File: src/rtl/sync_pkg.sv
// ============================================================================
// Module : sync_pkg
// Brief  : Shared state encodings, default widths and clog2 helper for the
//          sync_multi transmit-side blocks.
// Rev    : 1.0  initial release
// ============================================================================
`default_nettype none

package sync_pkg;

    localparam logic [1:0] IDLE = 2'd0;
    localparam logic [1:0] REQ  = 2'd1;
    localparam logic [1:0] REL  = 2'd2;
    localparam logic [1:0] ACK  = 2'd3;

    typedef enum logic [1:0] {
        ST_IDLE = IDLE,
        ST_REQ  = REQ,
        ST_REL  = REL,
        ST_ACK  = ACK
    } state_e;

    localparam int DEF_DATA_WIDTH = 8;
    localparam int DEF_TIMEOUT    = 64;

    function automatic int clog2(input int value);
        int res;
        int rem;
        res = 0;
        rem = value - 1;
        while (rem > 0) begin
            res = res + 1;
            rem = rem >> 1;
        end
        return res;
    endfunction

endpackage

`default_nettype wire

File: src/rtl/rr_pick.sv
// ============================================================================
// Module : rr_pick
// Brief  : Combinational round-robin selector: first set request bit at or
//          after the pointer, wrapping to bit 0.
// Rev    : 1.0  initial release
// ============================================================================
`default_nettype none

module rr_pick #(
    parameter int NUM_REQ = 4,
    parameter int ID_W    = 2
) (
    input  logic [NUM_REQ-1:0] req_i,
    input  logic [ID_W-1:0]    ptr_i,
    output logic               found_o,
    output logic [ID_W-1:0]    idx_o
);

    logic [NUM_REQ-1:0] w_hi;
    logic [NUM_REQ-1:0] w_sel;

    // Prefer requests at or above the pointer; fall back to the lowest set bit.
    always_comb begin
        w_hi = '0;
        for (int i = 0; i < NUM_REQ; i++) begin
            w_hi[i] = req_i[i] && (ID_W'(i) >= ptr_i);
        end
        w_sel   = (|w_hi) ? w_hi : req_i;
        found_o = |req_i;
        idx_o   = '0;
        for (int i = NUM_REQ - 1; i >= 0; i--) begin
            if (w_sel[i]) begin
                idx_o = ID_W'(i);
            end
        end
    end

endmodule

`default_nettype wire

File: src/rtl/sync_tx_arbiter.sv
// ============================================================================
// Module : sync_tx_arbiter
// Brief  : Round-robin arbiter sharing one sync_multi crossing between
//          NUM_REQ requesters; drives the four-phase valid/done handshake.
//          Optional watchdog enabled by defining SYNC_TX_WATCHDOG_EN.
// Rev    : 1.0  initial release
// ============================================================================
`default_nettype none

module sync_tx_arbiter
    import sync_pkg::*;
#(
    parameter int NUM_REQ    = 4,
    parameter int DATA_WIDTH = DEF_DATA_WIDTH,
    parameter int ID_W       = 2,
    parameter int TIMEOUT    = DEF_TIMEOUT
) (
    input  logic                          clk_tx,
    input  logic                          reset,
    input  logic [NUM_REQ-1:0]            req,
    input  logic [NUM_REQ*DATA_WIDTH-1:0] req_data,
    output logic [NUM_REQ-1:0]            ack,
    output logic [ID_W-1:0]               grant_id,
    output logic                          busy,
    output logic [DATA_WIDTH-1:0]         sync_data,
    output logic                          sync_v,
    input  logic                          sync_d,
    output logic                          err
);

    state_e                 state_q, state_d;
    logic [ID_W-1:0]        ptr_q, ptr_d;
    logic [ID_W-1:0]        gid_q, gid_d;
    logic [DATA_WIDTH-1:0]  data_q, data_d;
    logic                   v_q, v_d;
    logic                   busy_q, busy_d;
    logic [NUM_REQ-1:0]     ack_q, ack_d;

    logic                   w_found;
    logic [ID_W-1:0]        w_idx;
    logic [DATA_WIDTH-1:0]  w_word;
    logic [ID_W-1:0]        w_ptr_next;
    logic [NUM_REQ-1:0]     w_ack_hot;

`ifdef SYNC_TX_WATCHDOG_EN
    localparam int CNT_W = clog2(TIMEOUT) + 1;
    logic [CNT_W-1:0]       cnt_q, cnt_d;
    logic                   err_q, err_d;
    logic                   w_expired;
    assign w_expired = (cnt_q == CNT_W'(TIMEOUT - 1));
`else
    logic                   w_unused_timeout;
    assign w_unused_timeout = (TIMEOUT > 0);
`endif

    rr_pick #(
        .NUM_REQ (NUM_REQ),
        .ID_W    (ID_W)
    ) u_rr_pick (
        .req_i   (req),
        .ptr_i   (ptr_q),
        .found_o (w_found),
        .idx_o   (w_idx)
    );

    always_comb begin
        w_word    = '0;
        w_ack_hot = '0;
        for (int i = 0; i < NUM_REQ; i++) begin
            if (w_idx == ID_W'(i)) begin
                w_word = req_data[i*DATA_WIDTH +: DATA_WIDTH];
            end
            w_ack_hot[i] = (gid_q == ID_W'(i));
        end
        w_ptr_next = (gid_q == ID_W'(NUM_REQ - 1)) ? '0 : gid_q + ID_W'(1);
    end

    always_comb begin
        state_d = state_q;
        ptr_d   = ptr_q;
        gid_d   = gid_q;
        data_d  = data_q;
        v_d     = v_q;
        busy_d  = busy_q;
        ack_d   = '0;
`ifdef SYNC_TX_WATCHDOG_EN
        cnt_d   = cnt_q + CNT_W'(1);
        err_d   = 1'b0;
`endif
        case (state_q)
            ST_IDLE: begin
                if (w_found) begin
                    data_d  = w_word;
                    gid_d   = w_idx;
                    v_d     = 1'b1;
                    busy_d  = 1'b1;
                    state_d = ST_REQ;
`ifdef SYNC_TX_WATCHDOG_EN
                    cnt_d   = '0;
`endif
                end
            end
            ST_REQ: begin
                if (sync_d) begin
                    v_d     = 1'b0;
                    state_d = ST_REL;
`ifdef SYNC_TX_WATCHDOG_EN
                    cnt_d   = '0;
                end else if (w_expired) begin
                    err_d   = 1'b1;
                    v_d     = 1'b0;
                    busy_d  = 1'b0;
                    ptr_d   = w_ptr_next;
                    state_d = ST_IDLE;
`endif
                end
            end
            ST_REL: begin
                if (!sync_d) begin
                    ack_d   = w_ack_hot;
                    state_d = ST_ACK;
`ifdef SYNC_TX_WATCHDOG_EN
                end else if (w_expired) begin
                    err_d   = 1'b1;
                    busy_d  = 1'b0;
                    ptr_d   = w_ptr_next;
                    state_d = ST_IDLE;
`endif
                end
            end
            ST_ACK: begin
                busy_d  = 1'b0;
                ptr_d   = w_ptr_next;
                state_d = ST_IDLE;
            end
            default: state_d = ST_IDLE;
        endcase
    end

    always_ff @(posedge clk_tx or negedge reset) begin
        if (!reset) begin
            state_q <= ST_IDLE;
            ptr_q   <= '0;
            gid_q   <= '0;
            data_q  <= '0;
            v_q     <= 1'b0;
            busy_q  <= 1'b0;
            ack_q   <= '0;
        end else begin
            state_q <= state_d;
            ptr_q   <= ptr_d;
            gid_q   <= gid_d;
            data_q  <= data_d;
            v_q     <= v_d;
            busy_q  <= busy_d;
            ack_q   <= ack_d;
        end
    end

`ifdef SYNC_TX_WATCHDOG_EN
    always_ff @(posedge clk_tx or negedge reset) begin
        if (!reset) begin
            cnt_q <= '0;
            err_q <= 1'b0;
        end else begin
            cnt_q <= cnt_d;
            err_q <= err_d;
        end
    end
    assign err = err_q;
`else
    assign err = 1'b0;
`endif

    assign ack       = ack_q;
    assign grant_id  = gid_q;
    assign busy      = busy_q;
    assign sync_data = data_q;
    assign sync_v    = v_q;

endmodule

`default_nettype wire

File: config.mk
export PLATFORM = sky130hd
export DESIGN_NAME = sync_tx_arbiter
export DESIGN_NICKNAME = d
export VERILOG_FILES = /design/src/rtl/sync_pkg.sv /design/src/rtl/rr_pick.sv /design/src/rtl/sync_tx_arbiter.sv
export SDC_FILE = /design/constraint.sdc
export NUM_CORES = 1
export LEC_CHECK = 0
export ABC_AREA = 1
export CAP_MARGIN = 10
export CORE_MARGIN = 2
export CORE_UTILIZATION = 40
export CTS_BUF_LIST = sky130_fd_sc_hd__clkbuf_2 sky130_fd_sc_hd__clkbuf_4 sky130_fd_sc_hd__clkbuf_8
export DETAILED_ROUTE_END_ITERATION = 10
export PLACE_DENSITY = 0.81
export SLEW_MARGIN = 20
export SYNTH_ARGS = -nofsm -noshare
export SYNTH_HDL_FRONTEND = slang
export SYNTH_SLANG_ARGS = --single-unit
File: constraint.sdc
create_clock -name clk_tx -period 1.52 [get_ports clk_tx]
set_input_delay 0.228 -clock clk_tx [delete_from_list [all_inputs] [get_ports clk_tx]]
set_output_delay 0.228 -clock clk_tx [all_outputs]
set_load 0.05 [all_outputs]
==> out/results.ini, run 1 <==
[floorplanning]
ios=56
die_h_um=62.1
die_area_um2=3860
core_region_area_um2=3280
rows=21
start_util_pct=41.1
die_x_um=62.1

[clock_network]
cts-root-buf=clkbuf_4
numCtsBuffers=3
tritoncts=done
htreeDepth=1
path_clk_slew_ps=120
insertion_delay_ps=310
cts.sinks=20
cts.path.max_buffers=2
cts_hold_buf=0

[synthesis]
synth_top_cell_by_area=dfrtp_1
synth_top_area_share_pct=37.1
yosys_warnings=0
ys_ff_latch=20
syn_nets=223
syn_area_um2=1350
yosysSeqAreaShare_pct=37.1
postSynthAreaPerCell_um2=7.71
synthCells=175
ys_types=26
yosys-top-cells-area=dfrtp_1, nand2_1, ha_1

[sta]
worst_clock_skew_ps=8.56
finalCritPeriodShare_pct=105
maxSlewViolCount=0
rsz0062_at_grt=yes
fin_ws_ps=-74.4
fmax_mhz=627
finalHoldViolations=0
min_period_ps=1590
setup_violations=8

[setup_path]
critPathKind=register to register
path_buf_inv=4
path_max_fanout=9
cp-end-kind=register
slowest_stage=dfrtp_1
path_cells=inv_2, a21oi_4, buf_4, a31oi_4, nand2_4, inv_8, nand2_4, o21ai_2, inv_1, nand2_1, nand2_1
cp-start-kind=register
worst_ep_required_time_ps=1740
critPathTopFamily=buffers and inverters
cp_data_arrival_time_ps=1810
cpPeakStageDelay_ps=400
rrSetupSlack_ps=-70

[grt]
antenna_found_initial=0
overflow=0
grt_pass1_wl_mm=5.18
grt_usage_pct=18.2
grt_pass1_vias=1259
grt_max_degree=21

[run_status]
failed_checks=negative setup slack
status=finished with violations

[placement]
gp_congestion=0.826
dp_worst_setup_slack_ps=-392
place_area_um2=2050
io_buffers=54
dp_hpwl_mm=2.65

[drt]
first_iter_violations=92
drc_errors=0
routed_via_density=4.71
vias=1398
drtAntennaViolNets=0
drtPass1Iterations=4
routed_wl_mm=3.54
avgRoutedWirePerCell_um=11.9

[layout]
stdcell_area_um2=2250
n_fill_cell=258
fin_util_pct=68.5
syn_to_final_growth_pct=66.7
n_antenna_cell=0
final_common_cell=nand2_1
drive_above_1_share_pct=29.9
final_cell_mix=nand2_1, clkdlybuf4s50_1, buf_4, inv_1, dfrtp_1
fin_nets=300

[run]
maxCapViolCount=0

[power]
power_density_nw_per_um2=1880
power_uw=4230
p_leak_uw=0.00113
ir_worst_vdd_uv=1230

[worst_hold_path]
hp-class=primary input to async pin

-- stage by stage --
step                      TNS [ps]  instances  hold slack [ps]
final                         -445        297              244
after global routing         -1370        297              244
after CTS                     -447        292              246
after detailed placement     -3600        286              471
after global placement       -3030        286              465
after floorplan                  0        175            -67.6
-- final timing paths --
check	start	end	cells after the start
min	reset	sync_data[7]$_DFFE_PN0P_	2
min in group clk_tx	sync_data[6]$_DFFE_PN0P_	sync_data[6]$_DFFE_PN0P_	2
min reg2reg	sync_data[6]$_DFFE_PN0P_	sync_data[6]$_DFFE_PN0P_	2
max	ptr_q[1]$_DFFE_PN0P_	sync_data[5]$_DFFE_PN0P_	11
max reg2reg	ptr_q[1]$_DFFE_PN0P_	sync_data[5]$_DFFE_PN0P_	11
max in group asynchronous	reset	ptr_q[0]$_DFFE_PN0P_	2
-- cells in the mapped netlist --
library cell,instances
a21oi_2,1
buf_2,1
nand3_1,14
nor2_1,8
nand2_1,48
nand3_2,2
conb_1,1
nor2_2,1
nand4_2,1
nor2_4,1
inv_1,24
o21ai_2,7
clkbuf_1,1
a21oi_1,1
nand2_2,1
nand2_4,2
inv_2,3
a31oi_2,1
dfrtp_1,20
buf_6,1
inv_6,1
buf_4,2
nand4_1,7
ha_1,9
nand3_4,1
o21ai_0,16
-- cells by family after synthesis --
kind of cell / synth area share, %
AO/OA/AOI/OAI: 12.4
AND/OR/NAND/NOR: 31.1
flip-flops: 37.1
adder cells (fa/ha/maj): 8.34
buffers and inverters: 10.8
other: 0.278
-- cell type report --
| type | count | area (µm²) | share of cell area (%) |
|---|---|---|---|
| clock inverters | 1 | 30.0 | 1.33 |
| inverters | 28 | 115 | 5.11 |
| well taps | 46 | 57.6 | 2.56 |
| clock buffers | 3 | 22.5 | 1.00 |
| multi-input cells | 123 | 791 | 35.1 |
| repair buffers | 76 | 734 | 32.6 |
| flip-flops and latches | 20 | 500 | 22.2 |
-- report_power, final --
| group | internal [µW] | switching (µW) |
|---|---|---|
| clock network | 267 | 173 |
| registers | 755 | 162 |
| logic | 1170 | 1700 |
-- what timing repair did --
action / in CTS / in global routing
gates resized for setup: 9 / 19
gates cloned: 1 / 0
setup endpoints to repair: 8 / 11
pin swaps: 0 / 2
buffers inserted: 1 / 5
-- registers in the layout, indices dropped and copies added, names as in the netlist --
register / cells
ack: 4
busy: 1
grant_id: 2
ptr_q: 2
state_q: 2
sync_data: 8
sync_v: 1
-- metal layers --
| metal | routed length, µm | share of wire, % | global-route usage (%) |
|---|---|---|---|
| met1 | 1420 | 40 | 21.4 |
| met3 | 201 | 5.7 | 4.76 |
| met2 | 1880 | 53 | 32.3 |
| met5 | 0 | 0 | 0 |
| met4 | 45 | 1.3 | 5.47 |
Note: power is estimated with default switching activity, not from simulation.
==> run 2, diff against run 1 <==
--- a/config.mk
+++ b/config.mk
@@ -7,4 +7,5 @@
 export LEC_CHECK = 0
 export ABC_AREA = 1
+export ABC_CLOCK_PERIOD_IN_PS = 1520
 export CAP_MARGIN = 10
 export CORE_MARGIN = 2
==> constraint.sdc (replaced) <==
create_clock -name clk_tx -period 1.52 [get_ports clk_tx]
set_input_delay 0.304 -clock clk_tx [delete_from_list [all_inputs] [get_ports clk_tx]]
set_output_delay 0.304 -clock clk_tx [all_outputs]
set_load 0.05 [all_outputs]
==> run 2 against run 1 <==
  * The run still ends with negative setup slack left
  * Critical path depth rose by 1
  * Die area did not move
  * Non-clock buffer count fell by 3
  * Sequential share of layout area fell by 1.4 points
  * First-iteration DRC count fell by 8.7%
  * Count of clock-buffer cells in the layout did not move
  * Cell count fell by 1.0%
  * Sequential power rose by 7.8%
  * Maximum frequency fell by 5.5%
  * Clock power rose by 2%
  * Largest power group unchanged
  * Total power rose by 8.8%
  * Wire length rose by 5.2%
==> out/results.ini, run 2 (synthesis results as in run 1) <==
[run_status]
status=finished with violations
failed_checks=negative setup slack

[setup_path]
cp-end-kind=register
critPathTopFamily=buffers and inverters
critPathKind=register to register
path_buf_inv=4  ; unchanged
worst_ep_required_time_ps=1730  ; about the same
cp_data_arrival_time_ps=1900  ; +90 ps
cp-start-kind=register
slowest_stage=dfrtp_1
path_cells=inv_2, a21oi_4, buf_6, a31oi_4, nand2_4, buf_12, nand2_4, inv_4, nand2_2, nand3_2, nand2_1, nand2_1
cpPeakStageDelay_ps=410  ; about the same
path_max_fanout=8  ; -1

[floorplanning]
start_util_pct=41.1  ; unchanged
die_h_um=62.1  ; unchanged
rows=21  ; unchanged
die_x_um=62.1  ; unchanged
core_region_area_um2=3280  ; unchanged
ios=56  ; unchanged
die_area_um2=3860  ; unchanged

[drt]
routed_wl_mm=3.73  ; +5.2%
first_iter_violations=84  ; -8.7%
vias=1418  ; +1.4%
drc_errors=0  ; unchanged
avgRoutedWirePerCell_um=12.7  ; +6.3%
routed_via_density=4.82  ; +2.5%
drtAntennaViolNets=0  ; unchanged
drtPass1Iterations=4  ; unchanged

[sta]
fmax_mhz=593  ; -5.5%
finalHoldViolations=0  ; unchanged
worst_clock_skew_ps=11.5  ; +2.89 ps
min_period_ps=1690  ; +92.3 ps
setup_violations=8  ; unchanged
fin_ws_ps=-167  ; -92.3 ps
finalCritPeriodShare_pct=111  ; +6.1 points
maxSlewViolCount=0  ; unchanged
rsz0062_at_grt=yes
tns_ps=-1130  ; -686 ps

[layout]
final_common_cell=nand2_1
seq_area_um2=500  ; unchanged
fin_nets=297  ; -1.0%
largest_reg_flops=8  ; unchanged
n_antenna_cell=0  ; unchanged
final_cell_mix=nand2_1, clkdlybuf4s50_1, inv_1, dfrtp_1, buf_12
fin_util_pct=73.0  ; +4.5 points
n_fill_cell=227  ; -12%
drive_above_1_share_pct=30.6  ; +0.76 points
multiInputGateArea_um2=788  ; -0.32%
syn_to_final_growth_pct=77.6

[placement]
dp_hpwl_mm=2.76  ; +4.4%
io_buffers=54  ; unchanged
dp_worst_setup_slack_ps=-481  ; -89.6 ps
gp_congestion=0.842  ; +1.9%

[grt]
antenna_found_initial=0  ; unchanged
grt_max_degree=21  ; unchanged
grt_usage_pct=19.8  ; +1.6 points
overflow=0  ; unchanged
grt_pass1_vias=1357  ; +7.8%
grt_pass1_wl_mm=5.71  ; +10%

[power]
intPower_uw=2460  ; +13%
power.clock.fraction_pct=9.8  ; -0.6 points
seqPwrFrac_pct=21.5  ; -0.2 points
p_sw_share_pct=46.5  ; -1.8 points
ir_worst_vdd_uv=1080  ; -12%
power_density_nw_per_um2=1920  ; +2.1%
pwr-share-comb_pct=68.8  ; +0.9 points
p_leak_uw=0.00118  ; +4.6%
power_switching_uw=2140  ; +4.7%

[clock_network]
cts_hold_buf=0  ; unchanged
tritoncts=done
numCtsBuffers=3  ; unchanged
path_clk_slew_ps=130  ; about the same
cts.sinks=20  ; unchanged
cts-root-buf=clkbuf_4
cts.path.max_buffers=2  ; unchanged
htreeDepth=1  ; unchanged
insertion_delay_ps=310  ; about the same

[worst_hold_path]
hp-class=primary input to async pin

[run]
maxCapViolCount=0  ; unchanged

## run 2: cell type report
cell class | instances | area share [%]
Clock buffer | 3 | 0.939
Clock inverter | 1 | 1.25
Inverter | 28 | 4.80
Multi-Input combinational cell | 123 | 32.9
Sequential cell | 20 | 20.9
Tap cell | 46 | 2.40
Timing Repair Buffer | 73 | 36.8
## run 2: per-stage QoR
stage	instance area [µm²]	hold slack [ps]	total power, µW	cells
2_1_floorplan	1370	8.41	2580	175
3_3_place_gp	2220	526	3840	284
3_5_place_dp	2220	532	3910	284
4_1_cts	2320	318	4450	291
5_1_grt	2400	325	4910	294
6_report	2400	319	4600	294
## run 2: repair_timing
item                       in CTS  in global routing
cloned                          1                  0
setup endpoints to repair       8                 11
pin swaps                       5                 10
buffers inserted                2                  3
resized for setup               7                 22
## run 2: worst paths after layout
path,from,to,slack (ps),cells after the start
worst max-delay path,ptr_q[1]$_DFFE_PN0P_,sync_data[7]$_DFFE_PN0P_,-170,12
worst min-delay path,reset,sync_data[0]$_DFFE_PN0P_,320,2
worst max register to register,ptr_q[1]$_DFFE_PN0P_,sync_data[7]$_DFFE_PN0P_,-170,12
worst min register to register,sync_data[4]$_DFFE_PN0P_,sync_data[4]$_DFFE_PN0P_,560,2
max in group asynchronous,reset,sync_data[5]$_DFFE_PN0P_,980,2
min in group clk_tx,sync_data[4]$_DFFE_PN0P_,sync_data[4]$_DFFE_PN0P_,560,2
## run 2: power groups by stage
stage	clock network (µW)	logic, µW	registers (µW)
3_3_place_gp	0	2850	988
6_report	449	3160	987
5_1_grt	479	3420	1020
4_1_cts	457	3000	987
3_5_place_dp	0	2920	997
2_1_floorplan	0	1140	1450
## run 2: routing by layer
layer  up-vias  part of all wire [%]  global-route usage [%]
li1        703                     -                       -
met1       662                    42                    24.8
met2        45                    51                    34.1
met3         8                   5.0                    2.90
met4         0                   2.3                    7.60
met5         -                     0                       0
